===== config.mk =====
export PLATFORM = sky130hd
export DESIGN_NAME = sipo_deserializer
export DESIGN_NICKNAME = d
export VERILOG_FILES = /design/src/rtl/sipo_pkg.sv /design/src/rtl/sipo_shift_core.sv /design/src/rtl/sipo_deserializer.sv
export SDC_FILE = /design/constraint.sdc
export NUM_CORES = 1
export LEC_CHECK = 0
export ABC_AREA = 1
export CELL_PAD_IN_SITES_DETAIL_PLACEMENT = 1
export CELL_PAD_IN_SITES_GLOBAL_PLACEMENT = 1
export CORE_ASPECT_RATIO = 1.75
export CORE_MARGIN = 2
export CORE_UTILIZATION = 30
export DETAILED_ROUTE_END_ITERATION = 8
export PLACE_DENSITY = 0.69
export SLEW_MARGIN = 20
export SYNTH_ARGS = -nofsm -noshare
export SYNTH_HDL_FRONTEND = slang
export SYNTH_SLANG_ARGS = --single-unit

===== constraint.sdc =====
create_clock -name clk -period 16.9 [get_ports clk]
set_input_delay 2.535 -clock clk [delete_from_list [all_inputs] [get_ports clk]]
set_output_delay 2.535 -clock clk [all_outputs]
set_load 0.02 [all_outputs]

===== src/rtl/sipo_pkg.sv =====
`default_nettype none
// ============================================================================
//  Module      : sipo_pkg
//  Description : Shared definitions for the SIPO deserializer slice: the
//                default seed word, lane-count legality check and the width
//                function for the per-word shift counter.
//  Revision    : 1.0 - initial release
// ============================================================================
package sipo_pkg;

  // Default seed loaded into the assembly and holding registers.
  localparam logic [255:0] SIPO_INIT_256 = 256'h0;

  // Only power-of-two lane counts up to a byte are supported.
  function automatic bit sipo_lanes_legal(input int lanes);
    return (lanes == 1) || (lanes == 2) || (lanes == 4) || (lanes == 8);
  endfunction

  // Full parameter legality: lanes legal, word an integral number of
  // beats, and at least two beats per word.
  function automatic bit sipo_params_legal(input int size, input int lanes,
                                           input int msb_first);
    return sipo_lanes_legal(lanes) && (size % lanes == 0) &&
           (size >= 2 * lanes) && (msb_first == 0 || msb_first == 1);
  endfunction

  // Counter width: enough bits for SIZE/LANES beats, never less than one.
  function automatic int sipo_cnt_w(input int size, input int lanes);
    int w;
    w = $clog2(size / lanes);
    return (w < 1) ? 1 : w;
  endfunction

endpackage : sipo_pkg
`default_nettype wire


===== src/rtl/sipo_shift_core.sv =====
`default_nettype none
// ============================================================================
//  Module      : sipo_shift_core
//  Description : Assembly shift register and beat counter. Produces the
//                post-shift word combinationally together with a completion
//                strobe so the parent can capture a finished word on the very
//                edge that shifts its last beat in.
//  Ports       : clk, reset (async, active-high), clear (sync flush),
//                shift, s_in[LANES]     - inputs
//                live[SIZE], count[CNT_W], complete, word[SIZE] - outputs
//  Revision    : 1.0 - initial release
// ============================================================================
module sipo_shift_core
  import sipo_pkg::*;
#(
  parameter int              SIZE      = 256,
  parameter int              LANES     = 1,
  parameter int              MSB_FIRST = 1,
  parameter logic [SIZE-1:0] INIT      = SIZE'(SIPO_INIT_256),
  localparam int             CNT_W     = sipo_cnt_w(SIZE, LANES)
) (
  input  logic             clk,
  input  logic             reset,
  input  logic             clear,
  input  logic             shift,
  input  logic [LANES-1:0] s_in,
  output logic [SIZE-1:0]  live,
  output logic [CNT_W-1:0] count,
  output logic             complete,
  output logic [SIZE-1:0]  word
);

  localparam int             c_beats = SIZE / LANES;
  localparam logic [CNT_W-1:0] c_last = CNT_W'(c_beats - 1);

  logic [SIZE-1:0]  r_live;
  logic [CNT_W-1:0] r_count;
  logic [SIZE-1:0]  w_shifted;
  logic             w_last;

  generate
    if (MSB_FIRST != 0) begin : g_msb_first
      assign w_shifted = {r_live[SIZE-LANES-1:0], s_in};
    end else begin : g_lsb_first
      assign w_shifted = {s_in, r_live[SIZE-1:LANES]};
    end
  endgenerate

  assign w_last   = (r_count == c_last);
  // clear wins over a completing shift, so no word is offered then.
  assign complete = shift && !clear && w_last;
  assign word     = w_shifted;
  assign live     = r_live;
  assign count    = r_count;

  // live is not re-seeded on wrap; the next word simply shifts over it.
  always_ff @(posedge clk or posedge reset) begin
    if (reset) begin
      r_live  <= INIT;
      r_count <= '0;
    end else if (clear) begin
      r_live  <= INIT;
      r_count <= '0;
    end else if (shift) begin
      r_live  <= w_shifted;
      r_count <= w_last ? '0 : r_count + CNT_W'(1);
    end
  end

endmodule : sipo_shift_core
`default_nettype wire


===== src/rtl/sipo_deserializer.sv =====
`default_nettype none
// ============================================================================
//  Module      : sipo_deserializer
//  Description : Serial-in parallel-out deserializer with a one-word holding
//                register and valid/ready handshake. Completed words are
//                captured with zero added latency; a word completing while
//                the holding register is still occupied is dropped and the
//                sticky overrun flag raised.
//  Ports       : clk, reset (async, active-high), clear, shift, s_in[LANES],
//                out_ready                                      - inputs
//                live[SIZE], p_out[SIZE], out_valid, count[CNT_W],
//                overrun                                        - outputs
//  Revision    : 1.0 - initial release
// ============================================================================
module sipo_deserializer
  import sipo_pkg::*;
#(
  parameter int              SIZE      = 256,
  parameter int              LANES     = 1,
  parameter int              MSB_FIRST = 1,
  parameter logic [SIZE-1:0] INIT      = SIZE'(SIPO_INIT_256),
  localparam int             CNT_W     = sipo_cnt_w(SIZE, LANES)
) (
  input  logic             clk,
  input  logic             reset,
  input  logic             clear,
  input  logic             shift,
  input  logic [LANES-1:0] s_in,
  output logic [SIZE-1:0]  live,
  output logic [SIZE-1:0]  p_out,
  output logic             out_valid,
  input  logic             out_ready,
  output logic [CNT_W-1:0] count,
  output logic             overrun
);

  generate
    if (!sipo_params_legal(SIZE, LANES, MSB_FIRST)) begin : g_bad_params
      $error("sipo_deserializer: illegal SIZE/LANES/MSB_FIRST combination");
    end
  endgenerate

  logic            w_complete;
  logic [SIZE-1:0] w_word;
  logic [SIZE-1:0] r_p_out;
  logic            r_out_valid;
  logic            r_overrun;

  sipo_shift_core #(
    .SIZE      (SIZE),
    .LANES     (LANES),
    .MSB_FIRST (MSB_FIRST),
    .INIT      (INIT)
  ) u_core (
    .clk      (clk),
    .reset    (reset),
    .clear    (clear),
    .shift    (shift),
    .s_in     (s_in),
    .live     (live),
    .count    (count),
    .complete (w_complete),
    .word     (w_word)
  );

  // The holding register can take a new word if it is empty or is being
  // drained on this same edge; otherwise the new word is lost.
  always_ff @(posedge clk or posedge reset) begin
    if (reset) begin
      r_p_out     <= INIT;
      r_out_valid <= 1'b0;
      r_overrun   <= 1'b0;
    end else if (clear) begin
      r_out_valid <= 1'b0;
      r_overrun   <= 1'b0;
    end else if (w_complete) begin
      if (!r_out_valid || out_ready) begin
        r_p_out     <= w_word;
        r_out_valid <= 1'b1;
      end else begin
        r_overrun   <= 1'b1;
      end
    end else if (r_out_valid && out_ready) begin
      r_out_valid <= 1'b0;
    end
  end

  assign p_out     = r_p_out;
  assign out_valid = r_out_valid;
  assign overrun   = r_overrun;

endmodule : sipo_deserializer
`default_nettype wire


== Word-level counts from Yosys, hierarchy flattened ==
Cells that the tools add are included.

* Input port bits: 6
* Output and inout bits: 522
* Bits in registers: 522
* Logic and storage cells: 34

* Multiplexer cells: 12
* Bitwise gates (word level): 1
* Reduce and logical (&&, ||, !) cells: 12
* Equality and inequality tests: 3
* Add/subtract/negate cells: 1

{| class="wikitable"
|+ Operators with widths
! kind !! number
|-
| two-way mux 256 bit || 2
|-
| two-way mux 8 bit || 3
|-
| adder 8 x 1 -> 8 bit (second input constant) || 1
|-
| == test 8 bit (second input constant) || 1
|-
| two-way mux 1 bit || 7
|-
| AND reduction 2 bit || 2
|-
| nonzero test 2 bit || 2
|-
| logical AND 1 bit || 3
|-
| inequality test 3 bit (second input constant) || 1
|-
| AND reduction 3 bit || 1
|-
| nonzero test 3 bit || 1
|-
| zero test 1 bit || 2
|-
| inequality test 2 bit (second input constant) || 1
|-
| logical OR 1 bit || 1
|-
| inverter 1 bit || 1
|}

== Longest topological paths before layout ==
Gate-level depths: netlist of the first run.

* Depth in word-level cells: 5
* Gate-level depth with buffers: 9
* Mapped depth without buffers: 7

== Cells and area by module ==
Synthesis of the first run repeated with hierarchy kept, for this count alone.

* Cells, all modules: 2270
* Area total of the unflattened synthesis: 21972.3 um^2

{| class="wikitable"
|+ By module, submodules not included
! module !! area each (um^2) !! times used !! sequential area each (um^2) !! cells an instance
|-
| sipo_shift_core || 11823.8 || 1 || 6606.3 || 1148
|-
| sipo_deserializer || 10148.5 || 1 || 6456.2 || 1122
|}

== Least setup slack after synthesis of the first run ==
No wires, ideal clock.

* Path kind: input-to-reg
* Start: in out_ready
* End: reg r_p_out[0] (netlist: p_out[0])
* Buffers on the path: 2
* Arrival: 3.422 ns
* Cell stages on the path: 6
* Library setup time: 0.065 ns
* Slack: 13.413 ns
* Cells stage by stage: inv_1 > nand2_1 > clkbuf_1 > clkbuf_1 > nand3_1 > nand2_1

* Longest elaborated chain between the ends: 2

{| class="wikitable"
|+ RTL lines
! element !! RTL line !! text
|-
| start: declaration || sipo_deserializer.sv:32 || <nowiki>input logic out_ready,</nowiki>
|-
| logical OR 1 bit || sipo_deserializer.sv:77 || <nowiki>if (!r_out_valid || out_ready) begin</nowiki>
|-
| AND reduction 3 bit (no line) || - ||
|-
| end signal: assignment || sipo_deserializer.sv:78 || <nowiki>r_p_out <= w_word;</nowiki>
|-
| end: declaration || sipo_deserializer.sv:45 || <nowiki>logic [SIZE-1:0] r_p_out;</nowiki>
|}

No other way between the ends.
A chain may end at the register's enable or synchronous reset.

== Final worst setup path of the first run ==
* Start: in clear
* End: reg u_core.r_live[58] (netlist: u_core.live[58])

* Longest elaborated chain between the ends: 1
* Elaborated cells on any way between the ends: 2

{| class="wikitable"
|+ RTL lines
! element !! RTL line !! text
|-
| start: declaration || sipo_deserializer.sv:26 || <nowiki>input logic clear,</nowiki>
|-
| two-way mux 256 bit / nonzero test 2 bit (equally long branches) || - ||
|-
| end signal: assignment || sipo_shift_core.sv:65 || <nowiki>r_live <= w_shifted;</nowiki>
|-
| end: declaration || sipo_shift_core.sv:36 || <nowiki>logic [SIZE-1:0] r_live;</nowiki>
|}

Several ways; a longest one is shown, not always the timed one.

==> reports/results.tsv, run 1 <==
stage	metric	value	unit
synth	top-area cell type share of the netlist area	0.6545	
worst_setup_path	crit path max-delay cell type	buf_4	
worst_setup_path	Worst path most repeated cell	buf_4	
finish	area grow syn2layout	37.04	%
cts	clock slew at the register clock pins of the worst setup and hold paths	0.07	ns
cts	Hold Buf Count CTS	0	
sta	final-report hold violation count	0	
worst_setup_path	highest fanout seen on the critical path	93	
sta	final setup vio count	0	
synth	number of synthesized flops with an enable pin	0	
cts	worst-skew pair later-pin latency	0.60	ns
worst_setup_path	Worst path top cell family by delay	buffers and inverters	
cts	post-CTS setup buffer count	0	
global_route	Remaining Overflow, GRT	0	
min_path	Hold WC Path Type	register to register	
cts	Clock Path Buffers	3	
sta	Slew @ Worst Pin	1.171	ns
route	Routed Antenna Nets	0	
finish	Finished Layout Cells	3382	
pwr	LEAKAGE	12.55	nW
floorplanning	row count	125	
worst_setup_path	kind of critical path	primary input to register	
cts	TritonCTS clock tree	done	
synth	top cells by area, synth	dfrtp_1, nand2_1, o22ai_1	
floorplanning	Top Ports	528	
synth	adder-cell share of the synthesized area	0.0006269	
global_route	largest net degree at the start of global routing	188	
sta	setup_tns	0	ns
placed_design	routability cong.	0.8154	
worst_setup_path	Worst Setup Start Kind	primary input	
pwr	Power Dens Cells	89.65	mW/mm2
route	DRT Pass-1 Iters	4	
synth	synth cell count leaders	nand2_1, dfrtp_1, inv_1, nand3_1, o22ai_1	
placed_design	placed cells	3297	
synth	Synth Instances	2007	
sta	fin. max-slew vios	0	
route	per-cell routed wire length	20.01	um
cts	Root Driver	clkbuf_16	
route	final wirelength	67680	um
cts	H-tree Lvls	2	
cts	clk sinks	522	
global_route	global-route wire length before repair	105400	um
global_route	Tot GR Track Use	0.1958	
floorplanning	Die ar.	0.06869	mm2
sta	fin crit period	5.620	ns
route	routed vias	16265	
sta	Tcrit/Tclk final	0.3325	
sta	Clock Skew	0.02175	ns
flow_run	Max-Cap Viols	0	
placed_design	Final HPWL DP	45090	um
synth	Post-Synth Simple-Gate Area	0.1701	
worst_setup_path	CP Cell Sequence	clkdlybuf4s50_1, inv_1, nand2_4, buf_4, buf_4, o22ai_1	
route	via/cell ratio	4.809	
cts	TritonCTS buffer count	50	
synth	Syn Area/Cell	9.944	um2
synth	largest area contributor in the netlist	dfrtp_1	
finish	nets	2468	
synth	flops & latches, synth	522	
worst_setup_path	Critical Path AT	6.05	ns
synth	Synth Area in Compound Gates	0.08282	
route	highest metal used	met4	
synth	most numerous cell in the Yosys netlist	nand2_1	
route	DR iter-0 viols	701	
sta	slew margin rel.	0.2191	
synth	post-synth net total	2014	
route	metal2 WL	34820	um
min_path	Hold Path Depth	2	
cts	Post-CTS Resized	0	
worst_setup_path	reg2reg path depth	8	
route	met3 WL	4177	um
placed_design	PortBufs	527	
worst_setup_path	Crit. End Element	register	
sta	Hold Slack	0.4772	ns
synth	multiplexer share of the synthesized area	0	
synth	largest family of logic cells by synthesized area	simple AND/OR/NAND/NOR gates	
floorplanning	core area	0.06616	mm2
worst_setup_path	cell depth of the worst setup path	6	
finish	layout cell share with drive strength beyond 1	0.03851	
synth	cell area after synthesis	0.01996	mm2
route	Residual DRC	0	
synth	warnings from Yosys	0	
sta	Peak Freq	0.1779	GHz
worst_setup_path	CP bufs+invs	4	
outcome	status	complete, no violations	
synth	Synth Flop Type	dfrtp_1	
route	met1 WL	26120	um
floorplanning	die height	345.2	um
global_route	vias in the first global route	17540	
finish	diode count	0	
synth	Synth cell types	23	
floorplanning	Initial Util	0.3017	
synth	post-synthesis xor/xnor area fraction	0.0004388	
worst_setup_path	Required @ worst endpoint	17.33	ns
sta	RSZ-0062 raised after global routing	no	
floorplanning	die width	199.0	um
global_route	initial antenna violation count	0	
synth	post-synthesis sequential area ratio	0.6545	
synth	Async S/R FF share, synth	1.000	
worst_setup_path	CP max stage delay	0.83	ns
finish	Layout fillers	7475	
pwr	worst vdd rail ir drop	0.06690	mV
==> cell type report <==
cell class | count | area [um2] | area share
Inverter | 268 | 1025 | 0.03747
Timing Repair Buffer | 542 | 5436 | 0.1988
Sequential cell | 522 | 13060 | 0.4776
Clock inverter | 10 | 167.7 | 0.006130
Tap cell | 889 | 1112 | 0.04067
Clock buffer | 74 | 1453 | 0.05311
Multi-Input combinational cell | 1077 | 5094 | 0.1862
==> per-layer routing <==
| metal | up-vias | global-route usage |
|---|---|---|
| met2 | 437 | 0.3471 |
| met3 | 117 | 0.04736 |
| li1 | 7418 | - |
| met1 | 8293 | 0.2255 |
| met5 | - | 0 |
| met4 | 0 | 0.07447 |
==> metrics by stage <==
step | utilization | cell area [um2] | power, mW | setup WS [ns]
finish | 0.4134 | 27350 | 2.452 | 11.28
global placement | 0.3884 | 25700 | 1.330 | 10.80
global route | 0.4134 | 27350 | 2.543 | 11.09
detailed placement | 0.3884 | 25700 | 1.332 | 10.71
floorplan | - | 19960 | 1.316 | 7.273
CTS | 0.4129 | 27320 | 2.494 | 11.33
==> power by group <==
group          total [mW]  leakage, nW  internal, mW  switching (mW)
logic              0.0565         4.46       0.00817          0.0483
registers            1.25         7.29          1.25        0.000781
clock network        1.14        0.793         0.654           0.490
total                2.45         12.5          1.91           0.540
==> path summary, 6_finish.rpt <==
kind	slack, ns	from	to
setup reg to reg	13.47	u_core.count[1]$_DFFE_PP0P_	p_out[229]$_DFFE_PP0P_
hold / removal	0.48	p_out[172]$_DFFE_PP0P_	p_out[172]$_DFFE_PP0P_
hold reg to reg	0.48	p_out[172]$_DFFE_PP0P_	p_out[172]$_DFFE_PP0P_
setup / recovery	11.28	clear	u_core.live[58]$_DFFE_PP0P_
max in group asynchronous	12.14	reset	u_core.live[109]$_DFFE_PP0P_
min in group asynchronous	2.52	reset	p_out[118]$_DFFE_PP0P_
==> sequential cells by signal (all words and copies together), names as in the netlist <==
| signal | flops |
|---|---|
| u_core.count | 8 |
| out_valid | 1 |
| u_core.live | 256 |
| overrun | 1 |
| p_out | 256 |
==> worst min-delay path: cells and delay by family (launching register included) <==
family	cells	cell delay, ns
DFF	1	0.34
and+or+nand+nor	2	0.11
==> cell families after synthesis <==
family / Yosys count
AO/OA/AOI/OAI: 266
XOR/XNOR: 1
adder cells (fa/ha/maj): 1
buffers and inverters: 408
flip-flops: 522
AND/OR/NAND/NOR: 809
==> placed cells by master (no fill, tap or decap), drive strengths merged <==
cell,n
nor2,6
inv,270
nand2,538
o21ai,8
xor2,1
clkdlybuf4s50,527
a21oi,3
o22ai,254
clkinvlp,1
buf,15
a22o,1
dfrtp,522
clkinv,3
ha,1
bufinv,4
nor3,1
clkbuf,74
nand3,263
nand4,1
No activity file was read; power rests on OpenSTA's default activity.
==> run 2, diff against run 1 <==
==> constraint.sdc (replaced) <==
create_clock -name clk -period 4.9 [get_ports clk]
set_input_delay 0.735 -clock clk [delete_from_list [all_inputs] [get_ports clk]]
set_output_delay 0.735 -clock clk [all_outputs]
set_load 0.02 [all_outputs]
==> run 2 against run 1 <==
Cell count grew 0.47%. Clock skew shrank 0.0023 ns. Die area unchanged. Sequential power grew to 3.4 times the previous value. Via count up 0.47%. Design area increased by 0.84%. Wire length increased by 0.60%. Sequential share of layout area down 0.40 points. Combinational power rose to 3.7 times the previous value. Critical path depth is 2 higher. Clock-buffer cell count fell by 5.
==> reports/results.tsv, run 2 (synthesis gave the netlist of run 1 again) <==
stage	metric	value	unit	change
sta	fin crit period	2.775	ns	
route	DR iter-0 viols	644		-8.1%
sta	RSZ-0062 raised after global routing	no		
route	Routed Antenna Nets	0		unchanged
floorplanning	row count	125		unchanged
pwr	LEAKAGE	12.66	nW	+0.91%
pwr	sequential power share	0.504		-0.006
cts	TritonCTS buffer count	49		-2.0%
finish	commonest non-fill, non-tap cell in the layout	nand2_1		
sta	slew margin rel.	0.2999		+0.08080
route	Residual DRC	0		unchanged
cts	TritonCTS clock tree	done		
sta	final setup vio count	0		unchanged
sta	fin. max-slew vios	0		unchanged
worst_setup_path	kind of critical path	primary input to register		
outcome	status	complete, no violations		
finish	area grow syn2layout	38.19	%	
global_route	initial antenna violation count	0		unchanged
placed_design	routability cong.	0.7858		-3.6%
placed_design	placed cells	3307		+0.30%
global_route	Tot GR Track Use	0.1990		+0.003174
worst_setup_path	Critical Path AT	3.29	ns	-2.76 ns
floorplanning	core area	0.06616	mm2	unchanged
finish	Finished Layout Cells	3398		+0.47%
pwr	Comb pwr share	0.025		+0.002
pwr	Clk pwr share	0.472		+0.005
worst_setup_path	Worst Setup Start Kind	primary input		
sta	final-report hold violation count	0		unchanged
pwr	Psw	1.889	mW	+250%
placed_design	PortBufs	527		unchanged
route	DRT Pass-1 Iters	5		+1
route	final wirelength	68090	um	+0.60%
sta	Clock Skew	0.01940	ns	-0.002349 ns
route	per-cell routed wire length	20.04	um	+0.13%
floorplanning	Top Ports	528		unchanged
pwr	Power Dens Cells	310.4	mW/mm2	+250%
route	via/cell ratio	4.809		about the same
cts	Hold Buf Count CTS	0		unchanged
worst_setup_path	Required @ worst endpoint	5.42	ns	-11.91 ns
floorplanning	die height	345.2	um	unchanged
min_path	Hold WC Path Type	register to register		
sta	Tcrit/Tclk final	0.5664		
pwr	internal power	6.672	mW	+250%
placed_design	Final HPWL DP	46180	um	+2.4%
global_route	vias in the first global route	17957		+2.4%
cts	post-CTS setup buffer count	0		unchanged
pwr	worst vdd rail ir drop	0.2557	mV	+280%
finish	final core utilization	0.4169		+0.003480
finish	most frequent cells in the layout	nand2_1, clkdlybuf4s50_1, dfrtp_1		
cts	H-tree Lvls	2		unchanged
floorplanning	die width	199.0	um	unchanged
sta	Slew @ Worst Pin	1.050	ns	-0.1212 ns
worst_setup_path	highest fanout seen on the critical path	98		+5.4%
cts	Post-CTS Resized	0		unchanged
worst_setup_path	Crit. End Element	register		
floorplanning	Initial Util	0.3017		unchanged
finish	nets	2477		+0.36%
cts	clk sinks	522		unchanged
flow_run	Max-Cap Viols	0		unchanged
cts	clock slew at the register clock pins of the worst setup and hold paths	0.06	ns	about the same
global_route	largest net degree at the start of global routing	183		-2.7%
global_route	global-route wire length before repair	107200	um	+1.7%
cts	Clock Path Buffers	3		unchanged
route	routed vias	16342		+0.47%
cts	Root Driver	clkbuf_16		
pwr	Sw Ratio	0.2206		+0.0005980
sta	Peak Freq	0.3603	GHz	
finish	layout cell share with drive strength beyond 1	0.04544		+0.006929
global_route	Remaining Overflow, GRT	0		unchanged
finish	diode count	0		unchanged
cts	worst-skew pair later-pin latency	0.60	ns	about the same
floorplanning	Die ar.	0.06869	mm2	unchanged
## run 2: worst max-delay path, stage by stage
cell	delay, ns
clkdlybuf4s50_1	0.50
inv_1	0.10
nor2_2	0.39
nand3_2	0.22
inv_8	0.43
buf_12	0.39
nand3_1	0.24
nand2_1	0.12
## run 2: layout make-up
cell class              instances  area [um2]
multi-input cells            1077        5094
clock buffers                  69        1404
fillers                      7486       38580
flip-flops and latches        522       13060
inverters                     268        1025
well taps                     889        1112
clock inverters                21       275.3
repair buffers                552        5608
## run 2: routing by layer
layer | wire length [um] | track usage
met2 | 34960 | 0.3556
met4 | 2533 | 0.07432
met3 | 4652 | 0.05322
met5 | 0 | 0
met1 | 25940 | 0.2238
## run 2: power groups by stage
stage	Sequential, mW	Combinational, mW	Clock (mW)
after floorplan	4.40	0.137	0
after global placement	4.39	0.210	0
after detailed placement	4.39	0.216	0
after CTS	4.31	0.216	4.16
after global routing	4.31	0.236	4.31
final	4.31	0.210	4.04
## run 2: path summary, 6_finish.rpt
check / to / startpoint / cells past startpoint / slack, ns
worst max-delay path: p_out[115]$_DFFE_PP0P_ / shift / 8 / 2.12
worst min-delay path: p_out[49]$_DFFE_PP0P_ / p_out[49]$_DFFE_PP0P_ / 2 / 0.48
worst max register to register: p_out[115]$_DFFE_PP0P_ / u_core.count[0]$_DFFE_PP0P_ / 8 / 2.26
worst min register to register: p_out[49]$_DFFE_PP0P_ / p_out[49]$_DFFE_PP0P_ / 2 / 0.48
max in group asynchronous: p_out[70]$_DFFE_PP0P_ / reset / 3 / 2.97
min in group asynchronous: p_out[129]$_DFFE_PP0P_ / reset / 2 / 0.68
## run 2: through the flow
stage / power (mW) / worst slack, ns / setup TNS [ns] / hold slack (ns) / instance area, um2
global placement: 4.605 / 1.609 / 0 / 0.4621 / 25870
floorplan: 4.539 / -2.927 / -1528.00 / 0.5865 / 19960
global route: 8.855 / 1.981 / 0 / 0.5037 / 27580
finish: 8.562 / 2.125 / 0 / 0.4774 / 27580
detailed placement: 4.610 / 1.560 / 0 / 0.4647 / 25870
CTS: 8.684 / 2.197 / 0 / 0.4827 / 27550
==> edit (settings of run 2) <==
`SIZE` is set to 256 in 2 places; all go to 512.
--- a/src/rtl/sipo_shift_core.sv
+++ b/src/rtl/sipo_shift_core.sv
@@ -15,3 +15,3 @@
 #(
-  parameter int              SIZE      = 256,
+  parameter int              SIZE      = 512,
   parameter int              LANES     = 1,
--- a/src/rtl/sipo_deserializer.sv
+++ b/src/rtl/sipo_deserializer.sv
@@ -17,3 +17,3 @@
 #(
-  parameter int              SIZE      = 256,
+  parameter int              SIZE      = 512,
   parameter int              LANES     = 1,
Ports: changed (resized count, live and p_out); port bits go from 528 to 1041. No check against the original RTL was run, so the function may have changed too.
==> edit against run 2 <==
- clock skew increased by 0.028 ns
- sequential share of layout area is 2.2 points higher
- sequential power up 98%
- synthesized area is 86% higher
- cell area is 90% higher
- sequential cell count is 513 higher
- register-to-register slack got worse by 0.30 ns
- core utilization is 0.90 points higher
- cell count up 78%
- total power increased by 95%
- worst setup slack lost 0.16 ns
- wire length is 110% higher
- highest routed layer unchanged
==> edit: results (changes against run 2) <==
- ANT cells: 1 (+1)
- Seq cells: 1035 (+98%)
- Buffers excl. clock: 1103 (+100%)
- Max-slew headroom: 20.5% (-9.5 points)
- IO buf count: 1040 (+97%)
- Lkg Pwr: 21.5 nW (+70%)
- Clock-cell share of area: 6.13% (+0.038 points)
- Slowest CP cell: dfrtp_1
- Total Routing Usage GR: 22.5% (+2.6 points)
- Finished Layout Cells: 6064 (+78%)
- # nets final: 4360 (+76%)
- Area of the multi-input gates: 7970 um^2 (+57%)
- First-pass GRT wire length: 215 mm (+100%)
- Crit-path leading delay family: simple AND/OR/NAND/NOR gates
- Placed insts: 5887 (+78%)
- # clk buffers: 145 (+110%)
- Adder-cell share of the synthesized area: 0.0675% (+0.0048 points)
- #MultiIn Comb: 1590 (+48%)
- Reg-to-Reg Start: u_core.count[1]
- Hold WS: 0.484 ns (+0.00687 ns)
- Fillers: 13500 (+81%)
- Status: completed
- Hold Crit Endpoint: p_out[413]
- H-tree lvl count: 3 (+1)
- Main area contributors after synthesis: dfrtp_1, o22ai_1, nand2_1
- Layout cell share with drive strength beyond 1: 5.06% (+0.51 points)
- Critical-path maximum fanout: 188 (+92%)
- Placed cell area: 49100 um^2 (+90%)
==> edit: where the power goes <==
group	switching (mW)	internal [mW]
clock	3.44	4.25
sequential	0.00260	8.54
combinational	0.348	0.0669
==> edit: layer usage <==
| metal | vias to the layer above | GRT usage [%] | share of wire, % |
|---|---|---|---|
| met5 | - | 0 | 0 |
| met4 | 0 | 9.47 | 4.4 |
| li1 | 13100 | - | - |
| met3 | 205 | 9.27 | 9.9 |
| met1 | 15000 | 24.4 | 36 |
| met2 | 1055 | 38.8 | 50 |
==> edit: worst max-delay path by stage <==
stage	start	endpoint	slack, ns	cells after the start
final	u_core.count[1]	p_out[396]	1.96	10
after global placement	clear	p_out[267]	1.56	9
after CTS	u_core.count[1]	p_out[281]	1.92	11
after floorplan	reset	out_valid	-10.10	1
after global routing	u_core.count[1]	p_out[265]	1.70	11
after detailed placement	clear	p_out[260]	1.51	9
==> edit: tightest hold or removal path, cell delays in order, from the launching register on <==
cell	delay (ns)
dfrtp_1	0.34
nand2_1	0.05
o21ai_0	0.06
